--- config.mk ---
export PLATFORM = sky130hd
export DESIGN_NAME = eth_phy_10g_prbs31_ctrl
export DESIGN_NICKNAME = d
export VERILOG_FILES = /design/src/rtl/eth_phy_10g_prbs31_ctrl_pkg.sv /design/src/rtl/eth_prbs_err_accum.sv /design/src/rtl/eth_phy_10g_prbs31_ctrl.sv
export SDC_FILE = /design/constraint.sdc
export NUM_CORES = 1
export LEC_CHECK = 0
export BUFFER_PORTS_ARGS = -buffer_cell sky130_fd_sc_hd__buf_2
export CELL_PAD_IN_SITES_DETAIL_PLACEMENT = 1
export CELL_PAD_IN_SITES_GLOBAL_PLACEMENT = 1
export CORE_ASPECT_RATIO = 1.25
export CORE_MARGIN = 2
export CORE_UTILIZATION = 30
export DETAILED_ROUTE_END_ITERATION = 12
export GPL_TIMING_DRIVEN = 0
export PLACE_DENSITY_LB_ADDON = 0.1
export SYNTH_ARGS = -nofsm -noshare
export SYNTH_HDL_FRONTEND = slang
export SYNTH_SLANG_ARGS = --single-unit
--- constraint.sdc ---
create_clock -name rx_clk -period 5.8 [get_ports rx_clk]
set_input_delay 1.16 -clock rx_clk [delete_from_list [all_inputs] [get_ports rx_clk]]
set_output_delay 1.16 -clock rx_clk [all_outputs]
set_load 0.03 [all_outputs]
--- src/rtl/eth_phy_10g_prbs31_ctrl_pkg.sv ---
// ---------------------------------------------------------------------------
// eth_phy_10g_prbs31_ctrl_pkg
// Shared definitions for the PRBS31 link self-test controller:
//   - FSM state encoding (3-bit constants)
//   - status vector bit positions
//   - saturating add helper, also used by other PHY statistics blocks
// ---------------------------------------------------------------------------
package eth_phy_10g_prbs31_ctrl_pkg;

    // FSM state encoding
    localparam logic [2:0] ST_IDLE      = 3'd0;
    localparam logic [2:0] ST_WAIT_LOCK = 3'd1;
    localparam logic [2:0] ST_SETTLE    = 3'd2;
    localparam logic [2:0] ST_MEASURE   = 3'd3;
    localparam logic [2:0] ST_DONE      = 3'd4;

    // Status vector bit positions
    localparam int STAT_BUSY      = 0;
    localparam int STAT_DONE      = 1;
    localparam int STAT_PASS      = 2;
    localparam int STAT_TIMEOUT   = 3;
    localparam int STAT_LOCK_LOST = 4;
    localparam int STAT_W         = 5;

    // Widest accumulator the saturating adder supports
    localparam int SAT_MAX_W = 64;

    // True in the states where the test is running and the PRBS enables are on
    function automatic logic is_busy_state(input logic [2:0] s);
        return (s == ST_WAIT_LOCK) || (s == ST_SETTLE) || (s == ST_MEASURE);
    endfunction

    // a + b clamped to 2^width - 1; the sum is formed one bit wider than the
    // operands so the carry out of a full-width add is never lost.
    function automatic logic [SAT_MAX_W-1:0] sat_add(
        input logic [SAT_MAX_W-1:0] a,
        input logic [SAT_MAX_W-1:0] b,
        input int unsigned          width
    );
        logic [SAT_MAX_W:0] sum;
        logic [SAT_MAX_W:0] lim;
        sum = {1'b0, a} + {1'b0, b};
        lim = ((SAT_MAX_W+1)'(1) << width) - (SAT_MAX_W+1)'(1);
        if (sum > lim) begin
            return lim[SAT_MAX_W-1:0];
        end
        return sum[SAT_MAX_W-1:0];
    endfunction

endpackage

--- src/rtl/eth_prbs_err_accum.sv ---
// ---------------------------------------------------------------------------
// eth_prbs_err_accum
// Saturating error accumulator with a measurement-window counter.
//   rx_clk, rx_rst : clock, asynchronous active-high reset
//   clear          : zero accumulator and window counter
//   en             : accumulate err_in this cycle and advance the window
//   err_in         : per-cycle error count
//   window         : window length in cycles (must be >= 1)
//   acc            : registered accumulator value
//   acc_next       : accumulator value including this cycle's err_in
//   win_done       : this enabled cycle is the last one of the window
// ---------------------------------------------------------------------------
module eth_prbs_err_accum #(
    parameter int ERR_WIDTH = 7,
    parameter int ACC_WIDTH = 32
) (
    input  logic                 rx_clk,
    input  logic                 rx_rst,
    input  logic                 clear,
    input  logic                 en,
    input  logic [ERR_WIDTH-1:0] err_in,
    input  logic [ACC_WIDTH-1:0] window,
    output logic [ACC_WIDTH-1:0] acc,
    output logic [ACC_WIDTH-1:0] acc_next,
    output logic                 win_done
);
    import eth_phy_10g_prbs31_ctrl_pkg::*;

    localparam logic [ACC_WIDTH-1:0] ONE = ACC_WIDTH'(1);

    logic [ACC_WIDTH-1:0] acc_reg;
    logic [ACC_WIDTH-1:0] win_cnt_reg;

    always_comb begin
        acc_next = ACC_WIDTH'(sat_add(SAT_MAX_W'(acc_reg), SAT_MAX_W'(err_in), ACC_WIDTH));
        win_done = en && (win_cnt_reg == (window - ONE));
    end

    always_ff @(posedge rx_clk or posedge rx_rst) begin
        if (rx_rst) begin
            acc_reg     <= '0;
            win_cnt_reg <= '0;
        end else if (clear) begin
            acc_reg     <= '0;
            win_cnt_reg <= '0;
        end else if (en) begin
            acc_reg     <= acc_next;
            win_cnt_reg <= win_cnt_reg + ONE;
        end
    end

    assign acc = acc_reg;

endmodule

--- src/rtl/eth_phy_10g_prbs31_ctrl.sv ---
// ---------------------------------------------------------------------------
// eth_phy_10g_prbs31_ctrl
// Sequences a PRBS31 self-test on eth_phy_10g: enables the PRBS generator and
// checker, waits for block lock, discards a settling interval, then sums the
// per-cycle PHY error count over a programmable window and reports the result.
//   rx_clk, rx_rst          : PHY rx clock, asynchronous active-high reset
//   start, abort            : one-cycle control pulses (abort wins)
//   cfg_test_cycles         : window length, latched on start (0 -> 1)
//   cfg_err_threshold       : max errors for pass, latched on start
//   rx_block_lock           : PHY block lock
//   rx_error_count          : PHY per-cycle PRBS error count
//   cfg_tx/rx_prbs31_enable : PRBS enables to the PHY
//   busy, done              : test running / one-cycle completion pulse
//   pass, timeout, lock_lost: results, held in DONE until next start
//   err_total               : saturating accumulated error count
// All outputs are registered and change in the same cycle as the FSM state.
// ---------------------------------------------------------------------------
module eth_phy_10g_prbs31_ctrl #(
    parameter int LOCK_TIMEOUT  = 1024,
    parameter int SETTLE_CYCLES = 16,
    parameter int ERR_WIDTH     = 7,
    parameter int ACC_WIDTH     = 32
) (
    input  logic                 rx_clk,
    input  logic                 rx_rst,
    input  logic                 start,
    input  logic                 abort,
    input  logic [ACC_WIDTH-1:0] cfg_test_cycles,
    input  logic [ACC_WIDTH-1:0] cfg_err_threshold,
    input  logic                 rx_block_lock,
    input  logic [ERR_WIDTH-1:0] rx_error_count,
    output logic                 cfg_tx_prbs31_enable,
    output logic                 cfg_rx_prbs31_enable,
    output logic                 busy,
    output logic                 done,
    output logic                 pass,
    output logic                 timeout,
    output logic                 lock_lost,
    output logic [ACC_WIDTH-1:0] err_total
);
    import eth_phy_10g_prbs31_ctrl_pkg::*;

    // One timer serves both WAIT_LOCK and SETTLE
    localparam int TMR_MAX = (LOCK_TIMEOUT > SETTLE_CYCLES) ? LOCK_TIMEOUT : SETTLE_CYCLES;
    localparam int TMR_W   = $clog2(TMR_MAX + 1);
    localparam logic [TMR_W-1:0] TMR_LOCK_LAST   = TMR_W'(LOCK_TIMEOUT - 1);
    localparam logic [TMR_W-1:0] TMR_SETTLE_LAST = TMR_W'(SETTLE_CYCLES - 1);

    logic [2:0]           state_reg,  state_next;
    logic [TMR_W-1:0]     timer_reg,  timer_next;
    logic [ACC_WIDTH-1:0] window_reg, window_next;
    logic [ACC_WIDTH-1:0] thresh_reg, thresh_next;
    logic [STAT_W-1:0]    status_reg, status_next;

    logic                 pass_next, timeout_next, lock_lost_next;
    logic                 acc_clear, acc_en, win_done;
    logic [ACC_WIDTH-1:0] acc, acc_next;

    eth_prbs_err_accum #(
        .ERR_WIDTH (ERR_WIDTH),
        .ACC_WIDTH (ACC_WIDTH)
    ) u_accum (
        .rx_clk   (rx_clk),
        .rx_rst   (rx_rst),
        .clear    (acc_clear),
        .en       (acc_en),
        .err_in   (rx_error_count),
        .window   (window_reg),
        .acc      (acc),
        .acc_next (acc_next),
        .win_done (win_done)
    );

    always_comb begin
        state_next     = state_reg;
        timer_next     = timer_reg;
        window_next    = window_reg;
        thresh_next    = thresh_reg;
        pass_next      = status_reg[STAT_PASS];
        timeout_next   = status_reg[STAT_TIMEOUT];
        lock_lost_next = status_reg[STAT_LOCK_LOST];
        acc_clear      = 1'b0;
        acc_en         = 1'b0;

        if (is_busy_state(state_reg) && abort) begin
            // Cancelled test leaves no results behind
            state_next     = ST_IDLE;
            pass_next      = 1'b0;
            timeout_next   = 1'b0;
            lock_lost_next = 1'b0;
            acc_clear      = 1'b1;
        end else begin
            case (state_reg)
                ST_IDLE, ST_DONE: begin
                    // Abort is ignored here, but still suppresses a same-cycle start
                    if (start && !abort) begin
                        state_next     = ST_WAIT_LOCK;
                        timer_next     = '0;
                        window_next    = (cfg_test_cycles == '0) ? ACC_WIDTH'(1) : cfg_test_cycles;
                        thresh_next    = cfg_err_threshold;
                        pass_next      = 1'b0;
                        timeout_next   = 1'b0;
                        lock_lost_next = 1'b0;
                        acc_clear      = 1'b1;
                    end
                end
                ST_WAIT_LOCK: begin
                    if (rx_block_lock) begin
                        state_next = ST_SETTLE;
                        timer_next = '0;
                    end else if (timer_reg == TMR_LOCK_LAST) begin
                        state_next   = ST_DONE;
                        timeout_next = 1'b1;
                        pass_next    = 1'b0;
                    end else begin
                        timer_next = timer_reg + TMR_W'(1);
                    end
                end
                ST_SETTLE: begin
                    if (!rx_block_lock) begin
                        state_next     = ST_DONE;
                        lock_lost_next = 1'b1;
                        pass_next      = 1'b0;
                    end else if (timer_reg == TMR_SETTLE_LAST) begin
                        state_next = ST_MEASURE;
                        timer_next = '0;
                    end else begin
                        timer_next = timer_reg + TMR_W'(1);
                    end
                end
                ST_MEASURE: begin
                    // The current cycle's errors count even if lock drops now
                    acc_en = 1'b1;
                    if (!rx_block_lock) begin
                        state_next     = ST_DONE;
                        lock_lost_next = 1'b1;
                        pass_next      = 1'b0;
                    end else if (win_done) begin
                        state_next = ST_DONE;
                        pass_next  = (acc_next <= thresh_reg);
                    end
                end
                default: begin
                    state_next = ST_IDLE;
                end
            endcase
        end

        status_next                 = '0;
        status_next[STAT_BUSY]      = is_busy_state(state_next);
        status_next[STAT_DONE]      = (state_next == ST_DONE) && (state_reg != ST_DONE);
        status_next[STAT_PASS]      = pass_next;
        status_next[STAT_TIMEOUT]   = timeout_next;
        status_next[STAT_LOCK_LOST] = lock_lost_next;
    end

    always_ff @(posedge rx_clk or posedge rx_rst) begin
        if (rx_rst) begin
            state_reg  <= ST_IDLE;
            timer_reg  <= '0;
            window_reg <= '0;
            thresh_reg <= '0;
            status_reg <= '0;
        end else begin
            state_reg  <= state_next;
            timer_reg  <= timer_next;
            window_reg <= window_next;
            thresh_reg <= thresh_next;
            status_reg <= status_next;
        end
    end

    // PRBS enables follow busy, so reset drops them without waiting for a clock
    assign cfg_tx_prbs31_enable = status_reg[STAT_BUSY];
    assign cfg_rx_prbs31_enable = status_reg[STAT_BUSY];
    assign busy                 = status_reg[STAT_BUSY];
    assign done                 = status_reg[STAT_DONE];
    assign pass                 = status_reg[STAT_PASS];
    assign timeout              = status_reg[STAT_TIMEOUT];
    assign lock_lost            = status_reg[STAT_LOCK_LOST];
    assign err_total            = acc;

endmodule

==> results of run 1 <==
-- critical path, stage by stage --
cell,delay (ps)
sky130_fd_sc_hd__buf_2,110
sky130_fd_sc_hd__ha_1,170
sky130_fd_sc_hd__inv_1,50
sky130_fd_sc_hd__fa_1,380
sky130_fd_sc_hd__nor2b_1,170
sky130_fd_sc_hd__o21ai_0,130
sky130_fd_sc_hd__a21boi_0,250
sky130_fd_sc_hd__o21a_1,180
sky130_fd_sc_hd__o21a_2,240
sky130_fd_sc_hd__o21ai_2,170
sky130_fd_sc_hd__nor3_2,340
sky130_fd_sc_hd__nor2_1,70
sky130_fd_sc_hd__a31oi_1,300
sky130_fd_sc_hd__ha_1,200
sky130_fd_sc_hd__nand4_1,120
sky130_fd_sc_hd__or3_1,440
sky130_fd_sc_hd__nor4_2,340
sky130_fd_sc_hd__and2_1,230
sky130_fd_sc_hd__o211ai_1,110
sky130_fd_sc_hd__nand4b_1,220
sky130_fd_sc_hd__a21oi_1,100
sky130_fd_sc_hd__a22o_1,240
-- layer usage --
layer | part of all wire, % | track usage [%]
met1 | 42 | 23.3
met2 | 53 | 37.1
met3 | 3.1 | 3.41
met4 | 2.4 | 6.65
met5 | 0 | 0
-- metrics by stage --
stage	hold slack, ps	std cells	setup WS (ps)	TNS (ps)	util [%]
after global placement	504	1556	-1730	-252130	34.1
after global routing	522	1587	44.3	0	36.3
after detailed placement	489	1557	-1040	-1040	34.2
after floorplan	481	1042	632	0	-
after CTS	506	1587	36.0	0	36.3
final	509	1588	365	0	36.4
-- power breakdown --
part           total (mW)  switching, mW  internal (mW)
Sequential           1.32          0.140           1.19
Combinational       0.854          0.512          0.342
Clock                1.20          0.474          0.729
-- repair_timing --
action / CTS / global route
resized for setup: 5 / 5
pin swaps: 0 / 0
cloned: 0 / 0
setup endpoints to repair: 1 / 1
-- cells by family (layout without fill, tap and decap cells) --
group           Yosys count  in the layout
fa+ha+maj                43             43
simple gates            413            413
mux                      36             36
compound gates          215            215
other cells               0              1
buf+inv                  96            240
flops                   147            147
xor+xnor                 92             92
-- area by class of cell --
cell class	count	area, um2	share of cell area (%)
tap	401	502	4.57
clock buffer	18	439	4.00
timing repair buffer	114	593	5.40
inverter	46	180	1.64
antenna	1	2.50	0.0228
sequential	147	3680	33.5
clock inverter	13	183	1.66
buffer	49	198	1.80
multi-input combinational	799	5200	47.4
-- placed cells by master, fill, tap and decap left out, types with 15 or more instances in the layout --
| master | n |
|---|---|
| sky130_fd_sc_hd__a21oi_1 | 52 |
| sky130_fd_sc_hd__and3_1 | 17 |
| sky130_fd_sc_hd__buf_2 | 114 |
| sky130_fd_sc_hd__clkbuf_1 | 40 |
| sky130_fd_sc_hd__clkbuf_16 | 17 |
| sky130_fd_sc_hd__dfrtp_1 | 147 |
| sky130_fd_sc_hd__ha_1 | 42 |
| sky130_fd_sc_hd__inv_1 | 45 |
| sky130_fd_sc_hd__mux2_2 | 30 |
| sky130_fd_sc_hd__nand2_1 | 121 |
| sky130_fd_sc_hd__nand3_1 | 34 |
| sky130_fd_sc_hd__nand4_1 | 27 |
| sky130_fd_sc_hd__nor2_1 | 92 |
| sky130_fd_sc_hd__nor3_1 | 32 |
| sky130_fd_sc_hd__nor4_1 | 20 |
| sky130_fd_sc_hd__o21ai_0 | 80 |
| sky130_fd_sc_hd__or3_1 | 15 |
| sky130_fd_sc_hd__xnor2_1 | 41 |
| sky130_fd_sc_hd__xor2_1 | 51 |
-- worst paths after layout --
| check | from | end | depth (start not counted) |
|---|---|---|---|
| min in group asynchronous | rx_rst | window_reg[0] | 2 |
| max reg2reg | u_accum.acc[11] | status_reg[2] | 19 |
| max | rx_error_count[0] | status_reg[2] | 22 |
| min reg2reg | status_reg[4] | status_reg[4] | 2 |
| min | status_reg[4] | status_reg[4] | 2 |
| max in group asynchronous | rx_rst | timer_reg[9] | 3 |
==> PnR_summary.wiki, run 1 <==
{| class="wikitable"
! Metric !! Value
|-
| Peak ir drop on the vdd network || 135 uV
|-
| Top post-synthesis cells by area || sky130_fd_sc_hd__dfrtp_1, sky130_fd_sc_hd__ha_1, sky130_fd_sc_hd__nand2_1
|-
| Count of flip-flops with a built-in enable after synthesis || 0
|-
| Number of pins with negative max-slew slack in the final report || 0
|-
| RSZ-0062 raised after global routing || no
|-
| Vias after detailed routing || just over 8k
|-
| Number of rows created at floorplan || 71
|-
| Wire length of the first global-routing pass || 49,300 um
|-
| Most numerous cell in the Yosys netlist || sky130_fd_sc_hd__dfrtp_1
|-
| Number of distinct standard cells referenced by the synthesized netlist || 71
|-
| Async SR Flop Fraction || 100%
|-
| Final number of hold-violating endpoints || 0
|-
| Pin count of the biggest net entering global routing || 118
|-
| Post-synthesis adder-cell area fraction || 5.92%
|-
| Compound-cell area share of the yosys netlist || 14.6%
|-
| Max-cap violations || 0
|-
| Congestion Overflow GR || 0
|-
| Post-layout total power || 3.38 mW
|-
| # setup viols final || 0
|-
| Outcome || complete, no violations
|-
| Clock skew after layout || ~11 ps
|-
| Power per cell area || 308 nW/um2
|-
| Top achievable clock speed || 184 MHz
|-
| Yosys top cell area share || 39.9%
|-
| Post-synthesis register bit count || roughly 150
|-
| Final routed wire length divided by cell count || 19.1 um
|-
| Final clock period utilization by the worst path || 93.7%
|-
| Post-route cell area || 11,000 um2
|-
| Number of synthesis warnings || 0
|-
| Final HPWL from detailed placement || 23,500 um
|-
| Worst reg-to-reg setup slack || between 400 and 500 ps
|-
| Worst Hold Class || register to register
|-
| Time the worst path needs with I/O delays and setup || about 5400 ps
|-
| Simple-gate portion of the synthesized area || roughly 22%
|-
| Largest fanout of any net on the critical path || 8
|-
| DIE WIDTH || 161 um
|-
| Number of port buffers || 113
|-
| Most common flop cell mapped by yosys || sky130_fd_sc_hd__dfrtp_1
|-
| Routability congestion estimate || between 0.8 and 0.9
|-
| Top cell types by occurrence after synthesis || sky130_fd_sc_hd__dfrtp_1, sky130_fd_sc_hd__nand2_1, sky130_fd_sc_hd__nor2_1
|-
| Relative slew margins || a little over two fifths
|-
| First-pass DRT Iterations || 4
|-
| Post-synthesis cell area || 9220 um2
|-
| Worst path required time || 6120 ps
|-
| Area of the die || between 30,000 and 40,000 um2
|-
| Aggregate routed wire length || 30,400 um
|-
| Top Ports || 115
|-
| Synth-to-layout area growth || 19.1%
|-
| Count of hold buffers inserted by post-cts repair || 0
|-
| Mux share of post-synthesis cell area || 4.32%
|-
| Number of filler cells placed in the layout || 3,633
|-
| Detailed Route Iter0 Violations || 335
|-
| Critical setup path kind || input port to register
|-
| DRC violations left || 0
|-
| Actual slew at the worst max-slew pin || 849 ps
|-
| Main combinational cell family by area after synthesis || simple AND/OR/NAND/NOR gates
|-
| Clock tree buffer depth || 2
|-
| Syn avg cell area || 8.85 um2
|-
| Post-CTS Setup Repair Bufs || 0
|-
| Xor and xnor area share after synthesis || 8.74%
|-
| Via count of the first global-routing pass || approximately 8.7k
|-
| TritonCTS Buffers || 17
|-
| Global-route total usage across every layer || roughly 20%
|-
| Sequential cell area fraction in the yosys report || 39.9%
|-
| Number of levels the H-tree was split into || 4
|-
| CTS Root Buffer Type || sky130_fd_sc_hd__clkbuf_16
|-
| Worst-Skew Late Latency || 440 ps
|-
| TritonCTS clock tree || built
|-
| Placeable core area || 30,200 um2
|-
| Post-synthesis instance total || 1,042
|-
| Number of clock sinks || around 150
|-
| Clock transition at the registers of the reported paths || roughly 60 ps
|-
| Total cell area at the placement stage || approximately 10,000 um2
|-
| Critical path endpoint category || register
|-
| Number of antenna violations at the first check in global routing || 1
|-
| Number of nets still failing antenna checks after routing || 0
|-
| Starting Density || 30.5%
|-
| Yosys top cell by area || sky130_fd_sc_hd__dfrtp_1
|-
| Average vias per placed instance || 5.12
|-
| Chip Height || about 200 um
|-
| Startpoint Class || input port
|-
| Arrival time of data at the critical path endpoint || 5750 ps
|-
| Static leakage power || 4.83 nW
|-
| Post-synthesis net count || 1,161
|-
| Share of layout cells above drive strength 1 || 17.3%
|-
| Nets || about 1.3k
|}
No activity file was read; power rests on OpenSTA's default activity.
==> inputs of run 2 (changes only) <==
--- a/config.mk
+++ b/config.mk
@@ -11,6 +11,7 @@
 export CORE_ASPECT_RATIO = 1.25
 export CORE_MARGIN = 2
 export CORE_UTILIZATION = 30
+export CTS_BUF_LIST = sky130_fd_sc_hd__clkbuf_2 sky130_fd_sc_hd__clkbuf_4 sky130_fd_sc_hd__clkbuf_8
 export DETAILED_ROUTE_END_ITERATION = 12
 export GPL_TIMING_DRIVEN = 0
 export PLACE_DENSITY_LB_ADDON = 0.1
==> PnR_summary.wiki, run 2 (synthesis results as in run 1) <==
{| class="wikitable"
! Metric !! Value
|-
| CTS Root Buffer Type || sky130_fd_sc_hd__clkbuf_8
|-
| Clock skew after layout || 14.6 ps (+4.02 ps)
|-
| Largest fanout of any net on the critical path || 8 (unchanged)
|-
| Critical setup path kind || input port to register
|-
| Global-route total usage across every layer || 19.9% (-0.048 points)
|-
| TritonCTS clock tree || built
|-
| Chip Height || 200 um (unchanged)
|-
| Placeable core area || 30,200 um2 (unchanged)
|-
| DRC violations left || 0 (unchanged)
|-
| Number of rows created at floorplan || 71 (unchanged)
|-
| Power per cell area || 286 nW/um2 (-7.2%)
|-
| Total cell area at the placement stage || 10,300 um2 (unchanged)
|-
| Worst hold endpoint || status_reg[4]
|-
| Nets || 1,296 (+0.23%)
|-
| Final HPWL from detailed placement || 23,500 um (unchanged)
|-
| Setup TNS Final || 0 ps (unchanged)
|-
| Final routed wire length divided by cell count || 19.1 um (-0.24%)
|-
| Aggregate routed wire length || 30,300 um (about the same)
|-
| Outcome || complete, no violations
|-
| Fin cells || 1,591 (+0.19%)
|-
| Switching Share || 35.2% (+1.9 points)
|-
| Starting Density || 30.5% (unchanged)
|-
| Post-route cell area || 10,800 um2 (-1.6%)
|-
| Share of layout cells above drive strength 1 || 17.4% (+0.12 points)
|-
| Max-cap violations || 0 (unchanged)
|-
| Clock transition at the registers of the reported paths || 80 ps (+20 ps)
|-
| Worst reg-to-reg setup slack || 510 ps (+40 ps)
|-
| Detailed Route Iter0 Violations || 309 (-7.8%)
|-
| Peak ir drop on the vdd network || 100 uV (-26%)
|-
| Number of pins with negative max-slew slack in the final report || 0 (unchanged)
|-
| Final number of hold-violating endpoints || 0 (unchanged)
|-
| Reg2Reg Launch Point || u_accum.acc[11]
|-
| Time the worst path needs with I/O delays and setup || 5490 ps (+59.1 ps)
|-
| TritonCTS Buffers || 17 (unchanged)
|-
| Top achievable clock speed || 182 MHz (-1.1%)
|-
| Arrival time of data at the critical path endpoint || 5850 ps (+100 ps)
|-
| Power share of the combinational group || 27.6% (+2.3 points)
|-
| Worst Hold Class || register to register
|-
| Pin count of the biggest net entering global routing || 118 (unchanged)
|-
| Average vias per placed instance || 5.12 (-0.10%)
|-
| Internal power of the cells || 2.00 mW (-11%)
|-
| Ordered cell list for the critical path || buf_2, ha_1, inv_1, fa_1, nor2b_1, o21ai_0, a21boi_0, o21a_1, o21a_1, o21ai_2, nor3_2, nor2_1, a31oi_1, ha_1, nand4_1, or3_1, nor4_2, and2_1, o211ai_1, nand4b_1, a21oi_1, a22o_1
|-
| Cell type group with the largest total delay on the critical path || simple AND/OR/NAND/NOR gates
|-
| Static leakage power || 4.75 nW (-1.6%)
|-
| Crit path max-delay cell type || sky130_fd_sc_hd__or3_1
|-
| DIE WIDTH || 161 um (unchanged)
|-
| Worst-Skew Late Latency || 480 ps (+40 ps)
|-
| Worst path buffer plus inverter count || 2 (unchanged)
|-
| Relative slew margins || 44.7% (+1.3 points)
|-
| Wire length of the first global-routing pass || 49,200 um (about the same)
|-
| Crit-path max cell delay || 440 ps (about the same)
|-
| Worst flop-to-flop path endpoint || status_reg[2]
|-
| Number of antenna violations at the first check in global routing || 1 (unchanged)
|-
| Via count of the first global-routing pass || 8,726 (+0.023%)
|-
| Startpoint Class || input port
|-
| Worst hold path depth || 2 (unchanged)
|-
| Number of port buffers || 113 (unchanged)
|-
| FF-to-FF path depth || 19 (unchanged)
|-
| Clock tree buffer depth || 2 (unchanged)
|-
| Most frequent standard cell in the layout excluding fill and tap cells || sky130_fd_sc_hd__dfrtp_1
|-
| Worst path required time || 6160 ps (+40 ps)
|-
| Highest-count cells in the layout ignoring fill and taps || sky130_fd_sc_hd__dfrtp_1, sky130_fd_sc_hd__nand2_1, sky130_fd_sc_hd__buf_2
|-
| Number of clock sinks || 147 (unchanged)
|-
| # setup viols final || 0 (unchanged)
|-
| Congestion Overflow GR || 0 (unchanged)
|-
| Area of the die || 32,200 um2 (unchanged)
|-
| Synth-to-layout area growth || 17.2%
|-
| Number of levels the H-tree was split into || 4 (unchanged)
|-
| Sequential Power Share || 42.8% (+3.6 points)
|-
| Launch point of the worst hold path || status_reg[4]
|-
| Number of nets still failing antenna checks after routing || 0 (unchanged)
|-
| Top Ports || 115 (unchanged)
|-
| Critical path endpoint category || register
|-
| Routability congestion estimate || 0.834 (unchanged)
|-
| Actual slew at the worst max-slew pin || 830 ps (-18.9 ps)
|-
| Instance count after placement with tap cells included || 1,557 (unchanged)
|-
| Power dissipated by switching net loads || 1.09 mW (-3.4%)
|-
| Fraction of power consumed by the clock network || 29.6% (-6.0 points)
|-
| Vias after detailed routing || 8,143 (+0.086%)
|-
| First-pass DRT Iterations || 4 (unchanged)
|-
| Final clock period utilization by the worst path || 94.7% (+1.0 points)
|-
| Number of filler cells placed in the layout || 3,660 (+0.74%)
|}
-- run 2: cell count changes in the layout (fill, tap and decap cells not counted) --
cell	before	now
sky130_fd_sc_hd__clkbuf_16	17	0
sky130_fd_sc_hd__clkbuf_8	1	18
sky130_fd_sc_hd__buf_4	3	4
sky130_fd_sc_hd__clkbuf_2	1	2
sky130_fd_sc_hd__clkbuf_4	0	1
sky130_fd_sc_hd__o21a_1	4	5
sky130_fd_sc_hd__o21a_2	1	0
-- run 2: stage by stage --
| stage | worst slack, ps | hold slack [ps] | util, % | total power [mW] |
|---|---|---|---|---|
| 2_1_floorplan | 632 | 481 | - | 1.93 |
| 3_3_place_gp | -1730 | 504 | 34.1 | 2.19 |
| 3_5_place_dp | -1040 | 489 | 34.2 | 2.21 |
| 4_1_cts | 51.4 | 511 | 35.7 | 3.15 |
| 5_1_grt | -0.455 | 527 | 35.8 | 3.31 |
| 6_report | 306 | 513 | 35.8 | 3.09 |
-- run 2: worst register-to-register path, stage by stage (launching register included) --
cell	delay, ps
sky130_fd_sc_hd__dfrtp_1	350
sky130_fd_sc_hd__clkbuf_1	290
sky130_fd_sc_hd__and3_1	300
sky130_fd_sc_hd__and3_1	260
sky130_fd_sc_hd__and3_1	180
sky130_fd_sc_hd__clkbuf_1	270
sky130_fd_sc_hd__and3_1	310
sky130_fd_sc_hd__nand3_1	220
sky130_fd_sc_hd__nor3_1	440
sky130_fd_sc_hd__nand3_1	140
sky130_fd_sc_hd__o21ai_0	420
sky130_fd_sc_hd__ha_1	200
sky130_fd_sc_hd__nand4_1	110
sky130_fd_sc_hd__or3_1	440
sky130_fd_sc_hd__nor4_2	350
sky130_fd_sc_hd__and2_1	240
sky130_fd_sc_hd__o211ai_1	120
sky130_fd_sc_hd__nand4b_1	220
sky130_fd_sc_hd__a21oi_1	100
sky130_fd_sc_hd__a22o_1	240
-- run 2: layout make-up --
type	count	area [um2]	share of cell area, %
Timing Repair Buffer	116	608	5.63
Inverter	46	180	1.67
Clock buffer	18	248	2.29
Buffer	50	203	1.88
Multi-Input combinational cell	799	5200	48.1
Sequential cell	147	3680	34.0
Antenna cell	1	2.50	0.0232
Tap cell	401	502	4.64
Clock inverter	13	183	1.69
-- run 2: what timing repair did --
action                     in CTS  in global routing
setup buffers                   0                  2
hold buffers                    0                  0
resized for setup               5                  4
pin swaps                       0                  1
setup endpoints to repair       1                  1
-- run 2: metal layers --
layer  part of all wire (%)  vias up  global-route usage, %  routed length [um]
met5                      0        -                      0                   0
met4                    2.3        0                   6.61                 689
met3                    2.8       32                   3.29                 863
met2                     52      118                   37.0               15900
met1                     42     4007                   23.3               12900
li1                       -     3986                      -                   -
-- run 2: how the worst max path moves through the flow --
stage / end / depth (start not counted) / from
final: status_reg[2] / 22 / rx_error_count[0]
after global placement: timer_reg[2] / 2 / rx_rst
after floorplan: status_reg[2] / 21 / rx_error_count[0]
after detailed placement: status_reg[2] / 22 / rx_error_count[0]
after CTS: status_reg[2] / 22 / rx_error_count[0]
after global routing: status_reg[2] / 22 / rx_error_count[0]
-- run 2: power groups by stage --
stage	combinational [mW]	sequential (mW)	clock (mW)
global route	0.974	1.35	0.985
CTS	0.871	1.33	0.948
global placement	0.847	1.34	0
detailed placement	0.863	1.35	0
finish	0.853	1.32	0.914
floorplan	0.603	1.32	0
==> inputs of run 3 (changes only) <==
--- a/config.mk
+++ b/config.mk
@@ -12,6 +12,7 @@
 export CORE_MARGIN = 2
 export CORE_UTILIZATION = 30
 export CTS_BUF_LIST = sky130_fd_sc_hd__clkbuf_2 sky130_fd_sc_hd__clkbuf_4 sky130_fd_sc_hd__clkbuf_8
+export CTS_CLUSTER_DIAMETER = 100
 export DETAILED_ROUTE_END_ITERATION = 12
 export GPL_TIMING_DRIVEN = 0
 export PLACE_DENSITY_LB_ADDON = 0.1
==> constraint.sdc (replaced) <==
create_clock -name rx_clk -period 4.7 [get_ports rx_clk]
set_input_delay 0.94 -clock rx_clk [delete_from_list [all_inputs] [get_ports rx_clk]]
set_output_delay 0.94 -clock rx_clk [all_outputs]
set_load 0.03 [all_outputs]
==> PnR_summary.wiki, run 3 (synthesis results as in run 1) <==
{| class="wikitable"
! Metric !! Value
|-
| Outcome || complete, no violations
|-
| Power per cell area || 350 nW/um2 (+22%)
|-
| First-pass DRT Iterations || 6 (+2)
|-
| Diodes inserted || 0 (-1)
|-
| Final clock period utilization by the worst path || 95.0%
|-
| Sequential cell area || 3680 um2 (about the same)
|-
| Vias after detailed routing || 8,244 (+1.2%)
|-
| Number of filler cells placed in the layout || 3,628 (-0.87%)
|-
| Number of port buffers || 113 (unchanged)
|-
| Aggregate routed wire length || 30,700 um (+1.2%)
|-
| Clock tree buffer depth || 2 (unchanged)
|-
| Actual slew at the worst max-slew pin || 832 ps (+1.58 ps)
|-
| Top Ports || 115 (unchanged)
|-
| Critical path endpoint category || register
|-
| # setup viols final || 0 (unchanged)
|-
| Clock skew after layout || 18.7 ps (+4.08 ps)
|-
| DIE WIDTH || 161 um (unchanged)
|-
| Static leakage power || 4.92 nW (+3.5%)
|-
| Area of the multi-input gates || 5390 um2 (+3.6%)
|-
| Placeable core area || 30,200 um2 (unchanged)
|-
| Number of levels the H-tree was split into || 4 (unchanged)
|-
| Synth-to-layout area growth || 21.1%
|-
| CTS Root Buffer Type || sky130_fd_sc_hd__clkbuf_8
|-
| DRC violations left || 0 (unchanged)
|-
| Average vias per placed instance || 5.15 (+0.55%)
|-
| Starting Density || 30.5% (unchanged)
|-
| Number of nets still failing antenna checks after routing || 0 (unchanged)
|-
| Routability congestion estimate || 0.822 (-1.4%)
|-
| Detailed Route Iter0 Violations || 252 (-18%)
|-
| FF-to-FF path depth || 21 (+2)
|-
| Worst Hold Class || input port to asynchronous set/reset pin
|-
| Chip Height || 200 um (unchanged)
|-
| Share of layout cells above drive strength 1 || 21.3% (+3.9 points)
|-
| Worst path required time || 5060 ps (-1100 ps)
|-
| Startpoint Class || input port
|-
| Final routed wire length divided by cell count || 19.2 um (+0.52%)
|-
| Top achievable clock speed || 224 MHz
|-
| Pin count of the biggest net entering global routing || 37 (-69%)
|-
| Setup TNS Final || 0 ps (unchanged)
|-
| TritonCTS Buffers || 17 (unchanged)
|-
| Peak ir drop on the vdd network || 142 uV (+41%)
|-
| Final standard cell utilization of the core || 37.0% (+1.2 points)
|-
| Clock transition at the registers of the reported paths || 90 ps (about the same)
|-
| Number of rows created at floorplan || 71 (unchanged)
|-
| Critical setup path kind || input port to register
|-
| Max-cap violations || 0 (unchanged)
|-
| Time the worst path needs with I/O delays and setup || between 4000 and 5000 ps
|-
| Wire length of the first global-routing pass || 48,900 um (-0.69%)
|-
| Final HPWL from detailed placement || 23,900 um (+1.8%)
|-
| Number of pins with negative max-slew slack in the final report || 0 (unchanged)
|-
| Area of the die || 32,200 um2 (unchanged)
|-
| Arrival time of data at the critical path endpoint || 4820 ps (-1030 ps)
|-
| Most frequent standard cell in the layout excluding fill and tap cells || sky130_fd_sc_hd__dfrtp_1
|-
| Final number of hold-violating endpoints || 0 (unchanged)
|-
| Largest fanout of any net on the critical path || 6 (-2)
|-
| Number of antenna violations at the first check in global routing || 0 (-1)
|-
| Number of clock sinks || 147 (unchanged)
|-
| TritonCTS clock tree || built
|-
| Worst flop-to-flop path endpoint || status_reg[2]
|-
| Relative slew margins || 44.6% (-0.11 points)
|-
| Nets || 1,307 (+0.85%)
|-
| Highest-count cells in the layout ignoring fill and taps || sky130_fd_sc_hd__dfrtp_1, sky130_fd_sc_hd__nand2_1, sky130_fd_sc_hd__buf_2
|-
| Worst reg-to-reg setup slack || 280 ps (-230 ps)
|-
| Reg2Reg Launch Point || u_accum.acc[0]
|-
| Worst-Skew Late Latency || 470 ps (about the same)
|-
| Global-route total usage across every layer || 19.8% (-0.15 points)
|-
| Congestion Overflow GR || 0 (unchanged)
|-
| Via count of the first global-routing pass || 8,753 (+0.31%)
|}
run 3: where the power goes:
part	internal, mW	switching, mW	leakage, nW
Combinational	0.432	0.641	2.77
Clock	0.652	0.544	0.229
Sequential	1.46	0.177	1.92
Total	2.54	1.36	4.92
run 3: worst max-delay path by stage:
stage          slack, ps  cells after the start         startpoint            end
6_report             230                     22  rx_error_count[0]  status_reg[2]
5_1_grt              -10                     17    u_accum.acc[11]  status_reg[2]
4_1_cts                7                     21  rx_error_count[0]  status_reg[2]
3_5_place_dp       -1730                     22  rx_error_count[0]  status_reg[2]
3_3_place_gp       -1680                     22  rx_error_count[0]  status_reg[2]
2_1_floorplan       -130                     21  rx_error_count[0]  status_reg[2]
run 3: critical path: stages:
cell and delay [ps]:
sky130_fd_sc_hd__buf_6 90, sky130_fd_sc_hd__ha_4 130, sky130_fd_sc_hd__inv_2 40, sky130_fd_sc_hd__fa_2 380, sky130_fd_sc_hd__nor2b_4 130, sky130_fd_sc_hd__o21ai_2 80, sky130_fd_sc_hd__a21boi_2 150, sky130_fd_sc_hd__o21a_1 170
sky130_fd_sc_hd__o21a_4 200, sky130_fd_sc_hd__o21ai_4 110, sky130_fd_sc_hd__nor3_4 310, sky130_fd_sc_hd__nor2_2 90, sky130_fd_sc_hd__a31oi_4 200, sky130_fd_sc_hd__ha_4 160, sky130_fd_sc_hd__nand4_1 100, sky130_fd_sc_hd__or3_4 410
sky130_fd_sc_hd__nor4_4 270, sky130_fd_sc_hd__and2_4 200, sky130_fd_sc_hd__o211ai_1 100, sky130_fd_sc_hd__nand4b_1 230, sky130_fd_sc_hd__a21oi_2 80, sky130_fd_sc_hd__a22o_1 230
run 3: layout make-up:
cell class / count / share of cell area (%)
well taps: 401 / 4.50
repair buffers: 129 / 6.65
inverters: 46 / 1.58
clock buffers: 19 / 2.29
multi-input cells: 799 / 48.3
clock inverters: 13 / 1.85
plain buffers: 48 / 1.88
flip-flops and latches: 147 / 33.0
run 3: repair_timing:
action	CTS	global route
hold buffers	0	0
setup buffers	4	8
pin swaps	9	18
setup endpoints to repair	1	1
resized for setup	37	30
run 3: metal layers:
layer | vias up | part of all wire [%] | track usage [%] | wire length (um)
met1 | 4089 | 41 | 22.6 | 12700
met4 | 0 | 2.7 | 7.14 | 818
met5 | - | 0 | 0 | 0
li1 | 4002 | - | - | -
met3 | 33 | 2.8 | 3.06 | 845
met2 | 120 | 53 | 37.3 | 16300
run 3: through the flow:
stage          setup slack, ps  area [um2]  hold slack (ps)  power, mW  cells
3_5_place_dp             -1730       10400              508       2.74   1560
2_1_floorplan             -132        9230              481       2.38   1042
5_1_grt                  -14.1       11200              465       4.17   1602
6_report                   233       11200              462       3.91   1602
3_3_place_gp             -1680       10300              500       2.71   1556
4_1_cts                   7.11       11000              451       3.97   1594
